===== src/rtl/decode_pkg.sv =====
// rtl/decode_pkg.sv - opcodes, instruction format enum and decoded field struct
package decode_pkg;

  localparam logic [6:0] OPC_LUI      = 7'b0110111;
  localparam logic [6:0] OPC_AUIPC    = 7'b0010111;
  localparam logic [6:0] OPC_JAL      = 7'b1101111;
  localparam logic [6:0] OPC_JALR     = 7'b1100111;
  localparam logic [6:0] OPC_BRANCH   = 7'b1100011;
  localparam logic [6:0] OPC_LOAD     = 7'b0000011;
  localparam logic [6:0] OPC_STORE    = 7'b0100011;
  localparam logic [6:0] OPC_OP_IMM   = 7'b0010011;
  localparam logic [6:0] OPC_OP       = 7'b0110011;
  localparam logic [6:0] OPC_MISC_MEM = 7'b0001111;
  localparam logic [6:0] OPC_SYSTEM   = 7'b1110011;

  typedef enum logic [2:0] {
    FMT_R = 3'd0,
    FMT_I = 3'd1,
    FMT_S = 3'd2,
    FMT_B = 3'd3,
    FMT_U = 3'd4,
    FMT_J = 3'd5
  } fmt_e;

  // XLEN-independent part of a decoded instruction; pc/imm are added by the stage
  typedef struct packed {
    logic [4:0] rs1;
    logic [4:0] rs2;
    logic [4:0] rd;
    logic [6:0] opcode;
    logic [2:0] funct3;
    logic [6:0] funct7;
    fmt_e       fmt;
    logic       illegal;
  } decoded_t;

endpackage


===== src/rtl/imm_gen.sv =====
// rtl/imm_gen.sv - format classification, immediate extraction and illegal-encoding check
module imm_gen
  import decode_pkg::*;
#(
  parameter int XLEN      = 32,
  parameter bit SUPPORT_M = 1'b1
) (
  input  logic [31:0]     instr,
  output logic [XLEN-1:0] imm,
  output fmt_e            fmt,
  output logic            illegal
);

  logic [6:0]  opcode;
  logic [2:0]  funct3;
  logic [6:0]  funct7;
  logic [31:0] imm32;
  logic [31:0] imm_i;
  logic [31:0] imm_s;
  logic [31:0] imm_b;
  logic [31:0] imm_u;
  logic [31:0] imm_j;
  logic [5:0]  shift_hi;
  logic        shift_lo_ok;

  assign opcode = instr[6:0];
  assign funct3 = instr[14:12];
  assign funct7 = instr[31:25];

  assign imm_i = {{20{instr[31]}}, instr[31:20]};
  assign imm_s = {{20{instr[31]}}, instr[31:25], instr[11:7]};
  assign imm_b = {{19{instr[31]}}, instr[31], instr[7], instr[30:25], instr[11:8], 1'b0};
  assign imm_u = {instr[31:12], 12'b0};
  assign imm_j = {{11{instr[31]}}, instr[31], instr[19:12], instr[20], instr[30:21], 1'b0};

  // Shift-immediate funct7 check: on RV64 bit 25 is shamt[5] and is not constrained
  assign shift_hi    = instr[31:26];
  assign shift_lo_ok = (XLEN == 64) || !instr[25];

  // All immediates are formed at 32 bits and then sign-extended to XLEN
  assign imm = XLEN'($signed(imm32));

  // Classify by opcode and flag reserved funct encodings
  always_comb begin
    imm32   = '0;
    fmt     = FMT_R;
    illegal = 1'b0;
    case (opcode)
      OPC_LUI, OPC_AUIPC: begin
        fmt   = FMT_U;
        imm32 = imm_u;
      end
      OPC_JAL: begin
        fmt   = FMT_J;
        imm32 = imm_j;
      end
      OPC_JALR: begin
        fmt     = FMT_I;
        imm32   = imm_i;
        illegal = (funct3 != 3'b000);
      end
      OPC_BRANCH: begin
        fmt     = FMT_B;
        imm32   = imm_b;
        illegal = (funct3[2:1] == 2'b01);
      end
      OPC_LOAD: begin
        fmt     = FMT_I;
        imm32   = imm_i;
        illegal = (funct3 == 3'b111) ||
                  ((XLEN == 32) && ((funct3 == 3'b011) || (funct3 == 3'b110)));
      end
      OPC_STORE: begin
        fmt     = FMT_S;
        imm32   = imm_s;
        illegal = funct3[2] || ((XLEN == 32) && (funct3 == 3'b011));
      end
      OPC_OP_IMM: begin
        fmt   = FMT_I;
        imm32 = imm_i;
        if (funct3 == 3'b001)
          illegal = !((shift_hi == 6'b000000) && shift_lo_ok);
        else if (funct3 == 3'b101)
          illegal = !(((shift_hi == 6'b000000) || (shift_hi == 6'b010000)) && shift_lo_ok);
      end
      OPC_OP: begin
        fmt     = FMT_R;
        illegal = !((funct7 == 7'b0000000) ||
                    ((funct7 == 7'b0100000) && ((funct3 == 3'b000) || (funct3 == 3'b101))) ||
                    (SUPPORT_M && (funct7 == 7'b0000001)));
      end
      OPC_MISC_MEM, OPC_SYSTEM: begin
        fmt   = FMT_I;
        imm32 = imm_i;
      end
      default: illegal = 1'b1;
    endcase
  end

endmodule


===== src/rtl/decode_stage.sv =====
// rtl/decode_stage.sv - registered decode stage with 2-entry skid buffer and flush
module decode_stage
  import decode_pkg::*;
#(
  parameter int XLEN      = 32,
  parameter bit SUPPORT_M = 1'b1
) (
  input  logic            clk,
  input  logic            rst,
  input  logic            in_valid,
  output logic            in_ready,
  input  logic [31:0]     in_instr,
  input  logic [XLEN-1:0] in_pc,
  input  logic            flush,
  output logic            out_valid,
  input  logic            out_ready,
  output logic [XLEN-1:0] out_pc,
  output logic [4:0]      out_rs1,
  output logic [4:0]      out_rs2,
  output logic [4:0]      out_rd,
  output logic [6:0]      out_opcode,
  output logic [2:0]      out_funct3,
  output logic [6:0]      out_funct7,
  output logic [XLEN-1:0] out_imm,
  output logic [2:0]      out_fmt,
  output logic            out_illegal
);

  typedef struct packed {
    logic [XLEN-1:0] pc;
    logic [XLEN-1:0] imm;
    decoded_t        dec;
  } bundle_t;

  typedef enum logic [1:0] {ST_EMPTY, ST_ONE, ST_FULL} state_e;

  state_e          state;
  bundle_t         main_q;
  bundle_t         skid_q;
  bundle_t         incoming;
  logic [XLEN-1:0] dec_imm;
  fmt_e            dec_fmt;
  logic            dec_illegal;
  logic            accept;
  logic            drain;

  imm_gen #(
    .XLEN      (XLEN),
    .SUPPORT_M (SUPPORT_M)
  ) u_imm_gen (
    .instr   (in_instr),
    .imm     (dec_imm),
    .fmt     (dec_fmt),
    .illegal (dec_illegal)
  );

  // Assemble the decoded bundle for the instruction currently offered by fetch
  always_comb begin
    incoming             = '0;
    incoming.pc          = in_pc;
    incoming.imm         = dec_imm;
    incoming.dec.rs1     = in_instr[19:15];
    incoming.dec.rs2     = in_instr[24:20];
    incoming.dec.rd      = in_instr[11:7];
    incoming.dec.opcode  = in_instr[6:0];
    incoming.dec.funct3  = in_instr[14:12];
    incoming.dec.funct7  = in_instr[31:25];
    incoming.dec.fmt     = dec_fmt;
    incoming.dec.illegal = dec_illegal;
  end

  assign accept = in_valid && in_ready;
  assign drain  = out_valid && out_ready;

  // Occupancy FSM: main_q feeds the outputs, skid_q catches the one extra bundle under backpressure
  always_ff @(posedge clk) begin
    if (rst) begin
      state     <= ST_EMPTY;
      main_q    <= '0;
      skid_q    <= '0;
      in_ready  <= 1'b1;
      out_valid <= 1'b0;
    end else if (flush) begin
      state     <= ST_EMPTY;
      in_ready  <= 1'b1;
      out_valid <= 1'b0;
    end else begin
      case (state)
        ST_EMPTY: begin
          if (accept) begin
            main_q    <= incoming;
            out_valid <= 1'b1;
            state     <= ST_ONE;
          end
        end
        ST_ONE: begin
          case ({accept, drain})
            2'b10: begin
              skid_q   <= incoming;
              in_ready <= 1'b0;
              state    <= ST_FULL;
            end
            2'b01: begin
              out_valid <= 1'b0;
              state     <= ST_EMPTY;
            end
            2'b11: main_q <= incoming;
            default: ;
          endcase
        end
        ST_FULL: begin
          if (drain) begin
            main_q   <= skid_q;
            in_ready <= 1'b1;
            state    <= ST_ONE;
          end
        end
        default: begin
          state     <= ST_EMPTY;
          in_ready  <= 1'b1;
          out_valid <= 1'b0;
        end
      endcase
    end
  end

  assign out_pc      = main_q.pc;
  assign out_imm     = main_q.imm;
  assign out_rs1     = main_q.dec.rs1;
  assign out_rs2     = main_q.dec.rs2;
  assign out_rd      = main_q.dec.rd;
  assign out_opcode  = main_q.dec.opcode;
  assign out_funct3  = main_q.dec.funct3;
  assign out_funct7  = main_q.dec.funct7;
  assign out_fmt     = main_q.dec.fmt;
  assign out_illegal = main_q.dec.illegal;

endmodule

===== config.mk =====
export PLATFORM = sky130hd
export DESIGN_NAME = decode_stage
export DESIGN_NICKNAME = d
export VERILOG_FILES = /design/src/rtl/decode_pkg.sv /design/src/rtl/imm_gen.sv /design/src/rtl/decode_stage.sv
export SDC_FILE = /design/constraint.sdc
export NUM_CORES = 1
export LEC_CHECK = 0
export BUFFER_PORTS_ARGS = -buffer_cell sky130_fd_sc_hd__buf_2
export CORE_ASPECT_RATIO = 1.5
export CORE_MARGIN = 2
export CORE_UTILIZATION = 45
export DETAILED_ROUTE_END_ITERATION = 8
export PLACE_DENSITY = 0.7
export SYNTH_ARGS = -nofsm -noshare
export SYNTH_HDL_FRONTEND = slang
export SYNTH_SLANG_ARGS = --single-unit

===== constraint.sdc =====
create_clock -name clk -period 4.42 [get_ports clk]
set_input_delay 0.221 -clock clk [delete_from_list [all_inputs] [get_ports clk]]
set_output_delay 0.221 -clock clk [all_outputs]
set_load 0.02 [all_outputs]

==> summary.md <==
| Metric | Value |
|---|---|
| Status | `completed` |
| Cts repair resizes | `0` |
| Post-synthesis average cell area | `8.400 µm²` |
| Worst Hold Class | `in2reg` |
| Remaining DRCs | `0` |
| Core Rows | `63` |
| Synthesized area | `9114 µm²` |
| WL final | `24100 µm` |
| Static Leak | `0.004133 µW` |
| Compound-Gate Fraction of Synth Area | `26.62%` |
| Crit path max fanout | `54` |
| Num CTS Buffers | `21` |
| Clock latency on the worst-skew pair | `0.50 ns` |
| Pre-antenna DRT Iters | `6` |
| Place WS | `1.648 ns` |
| Maximum VDD drop | `235.1 µV` |
| Vias in the first global route | `7669` |
| Final Cycle Share | `63.14%` |
| Initial cell density of the core | `46.06%` |
| Relative slew slack | `27.04%` |
| Yosys warns | `0` |
| Post-synthesis sequential area ratio | `44.81%` |
| Detailed placement HPWL | `15330 µm` |
| Die height | `178.3 µm` |
| Final ANT Viol Nets | `0` |
| CP Class | `reg2reg` |
| First-pass GRT wire length | `38930 µm` |
| Critical path, cell by cell | `nand2_1 > or4_2 > buf_4 > a221oi_1 > nor3_1` |
| Core area | `19790 µm²` |
| # Max-Cap Violations | `0` |
| Synth Area in Adders | `0%` |
| Fin. max-slew vios | `0` |
| Seq cells post-synth | `204` |
| Synth Flop Type | `dfxtp_1` |
| Combinational family with the most area after synthesis | `compound AO/OA/AOI/OAI gates` |
| Hold-fix buffers, CTS | `36` |
| Total Neg Setup Slack | `0 ns` |
| Tightest Pin Transition | `1.094 ns` |
| Overall die width | `120.2 µm` |
| Final Core Density | `55.32%` |
| Worst EP arrival | `3.12 ns` |
| Tot GR Track Use | `21.90%` |
| Fin nets | `1293` |
| Via density | `5.465` |
| Post-synth top cells | `nand2_1, dfxtp_1, nor2_1` |
| Post-synth cell types | `64` |
| Count of buffer and inverter cells on the critical path | `1` |
| Post-Syn Instances | `1085` |
| Slowest cell on the critical path | `or4_2` |
| H-tree level count | `1` |
| Max stage delay on crit path | `1.16 ns` |
| CTS tree | `yes` |
| Port buffer count | `170` |
| Critical path endpoint category | `flop` |
| Final min period | `2.791 ns` |
| Worst Path Required | `4.75 ns` |
| Reg clk slew, reported paths | `0.06 ns` |
| Area share of the largest cell type after synthesis | `44.81%` |
| Top Ports | `171` |
| Post-CTS setup buffers | `0` |
| Yosys top cell by area | `dfxtp_1` |
| Drt wl/cell | `16.09 µm` |
| Synth top area cells | `dfxtp_1, nand2_1, a311oi_2` |
| Die Area | `21430 µm²` |
| RSZ-0062 raised after global routing | `false` |
| CTS Buffer Depth | `3` |
| Simple-gate share of the synthesized area | `22.46%` |
| Setup slack after layout | `1.629 ns` |
| Mux contribution to synthesized area | `0%` |
| Routed via count | `8187` |
| Tot Pwr | `4278 µW` |
| Top Family by Delay on Critical Path | `simple AND/OR/NAND/NOR gates` |
| Grt total ovfl | `0` |
| Critical Path Start Type | `flop` |
| Power per cell area | `390.9 nW/µm²` |
| Count leader, synth | `nand2_1` |
| Diodes inserted | `0` |
| Clk sink count | `204` |
| Number of synthesized flops with an enable pin | `0` |
| Root buf cell | `clkbuf_16` |
| Fin Hold WS | `0.02102 ns` |
| Area Overhead vs Synth | `20.10%` |
| Ys async rst share | `0%` |
| Antenna violations before repair | `1` |
| Peak Freq | `358.3 MHz` |
| Final setup vio count | `0` |
| Synth Area in XOR/XNOR | `0.1922%` |
| Post-synth net total | `1154` |
| GP Congestion | `0.8581` |
| Layout cells sized above 1 | `25.53%` |
| DR iter-0 viols | `770` |
| Clock Skews | `0.01759 ns` |
| Fin. Hold Viols | `0` |
| Largest net degree at the start of global routing | `123` |
## cell families (layout without fill, tap and decap cells)
group / count (synthesis) / count (layout)
simple gates: 500 / 500
compound gates: 275 / 275
flops: 204 / 204
buf+inv: 104 / 257
xor+xnor: 2 / 2
## flip-flops by register name (all words and copies together) (netlist names)
register	count
out_rs1	5
out_valid	1
out_illegal	1
in_ready	1
out_pc	32
state	2
out_imm	32
out_opcode	7
skid_q	100
out_fmt	3
out_funct7	7
out_funct3	3
out_rd	5
out_rs2	5
## worst paths after layout
check,depth (start not counted),from,to,slack [ns]
worst max-delay path,5,state[0],skid_q[37],1.63
worst min-delay path,3,in_instr[16],skid_q[32],0.02
worst max register to register,5,state[0],skid_q[37],1.63
worst min register to register,1,out_imm[17],out_imm[17],0.45
## metal layers
layer  vias up  wire length (µm)  global-route usage (%)
met5         -                 0                       0
met4         0               561                   6.716
li1       4049                 -                       -
met1      3852             10280                   27.59
met3        45              1375                   3.613
met2       241             11880                   38.19
## worst reg2reg max path: stages, from the launching register on
cell and delay (ns):
dfxtp_1 0.51, nand2_1 0.16, or4_2 1.16, buf_4 0.46
a221oi_1 0.25, nor3_1 0.08
## cell type report
| cell class | instances | area, µm² |
|---|---|---|
| inverter | 3 | 11.26 |
| clock buffer | 32 | 636.9 |
| tap | 260 | 325.3 |
| sequential | 204 | 4084 |
| clock inverter | 5 | 65.06 |
| fill | 1827 | 8840 |
| timing repair buffer | 217 | 1303 |
| multi-input combinational | 777 | 4521 |
## where the power goes
group | internal (µW) | leakage [µW] | switching, µW
registers | 1910 | 0.00166 | 41.0
logic | 196 | 0.00213 | 348
clock network | 1060 | 0.000347 | 725
## metrics by stage
stage / instances / cell area, µm²
after floorplan: 1085 / 9114
after global routing: 1498 / 10950
after global placement: 1425 / 9883
after CTS: 1498 / 10950
final: 1498 / 10950
after detailed placement: 1425 / 9883
## cell usage in the layout (no fill, tap or decap), types with 2 or more instances in the layout
cell type	instances
dlygate4sd3_1	36
a32oi_1	2
nor2_1	115
and3_1	4
a221oi_1	14
dfxtp_1	204
buf_2	169
o21ai_0	22
nor3_1	17
nor2b_1	2
a21o_1	9
a221oi_2	9
clkbuf_16	21
a311oi_2	66
clkbuf_1	4
clkbuf_8	8
o21ai_2	9
a31oi_1	6
nor2_2	2
clkinv_2	2
a21oi_1	90
nand3_1	9
buf_4	11
nor2_4	2
nand3b_1	3
nand2_1	319
a311oi_1	12
nand4_1	2
or3_1	2
a211oi_1	16
inv_1	3
nand2b_1	5
or2_1	2
nor3_2	2
xor2_1	2
o22ai_1	5
No activity file was read; power rests on OpenSTA's default activity.
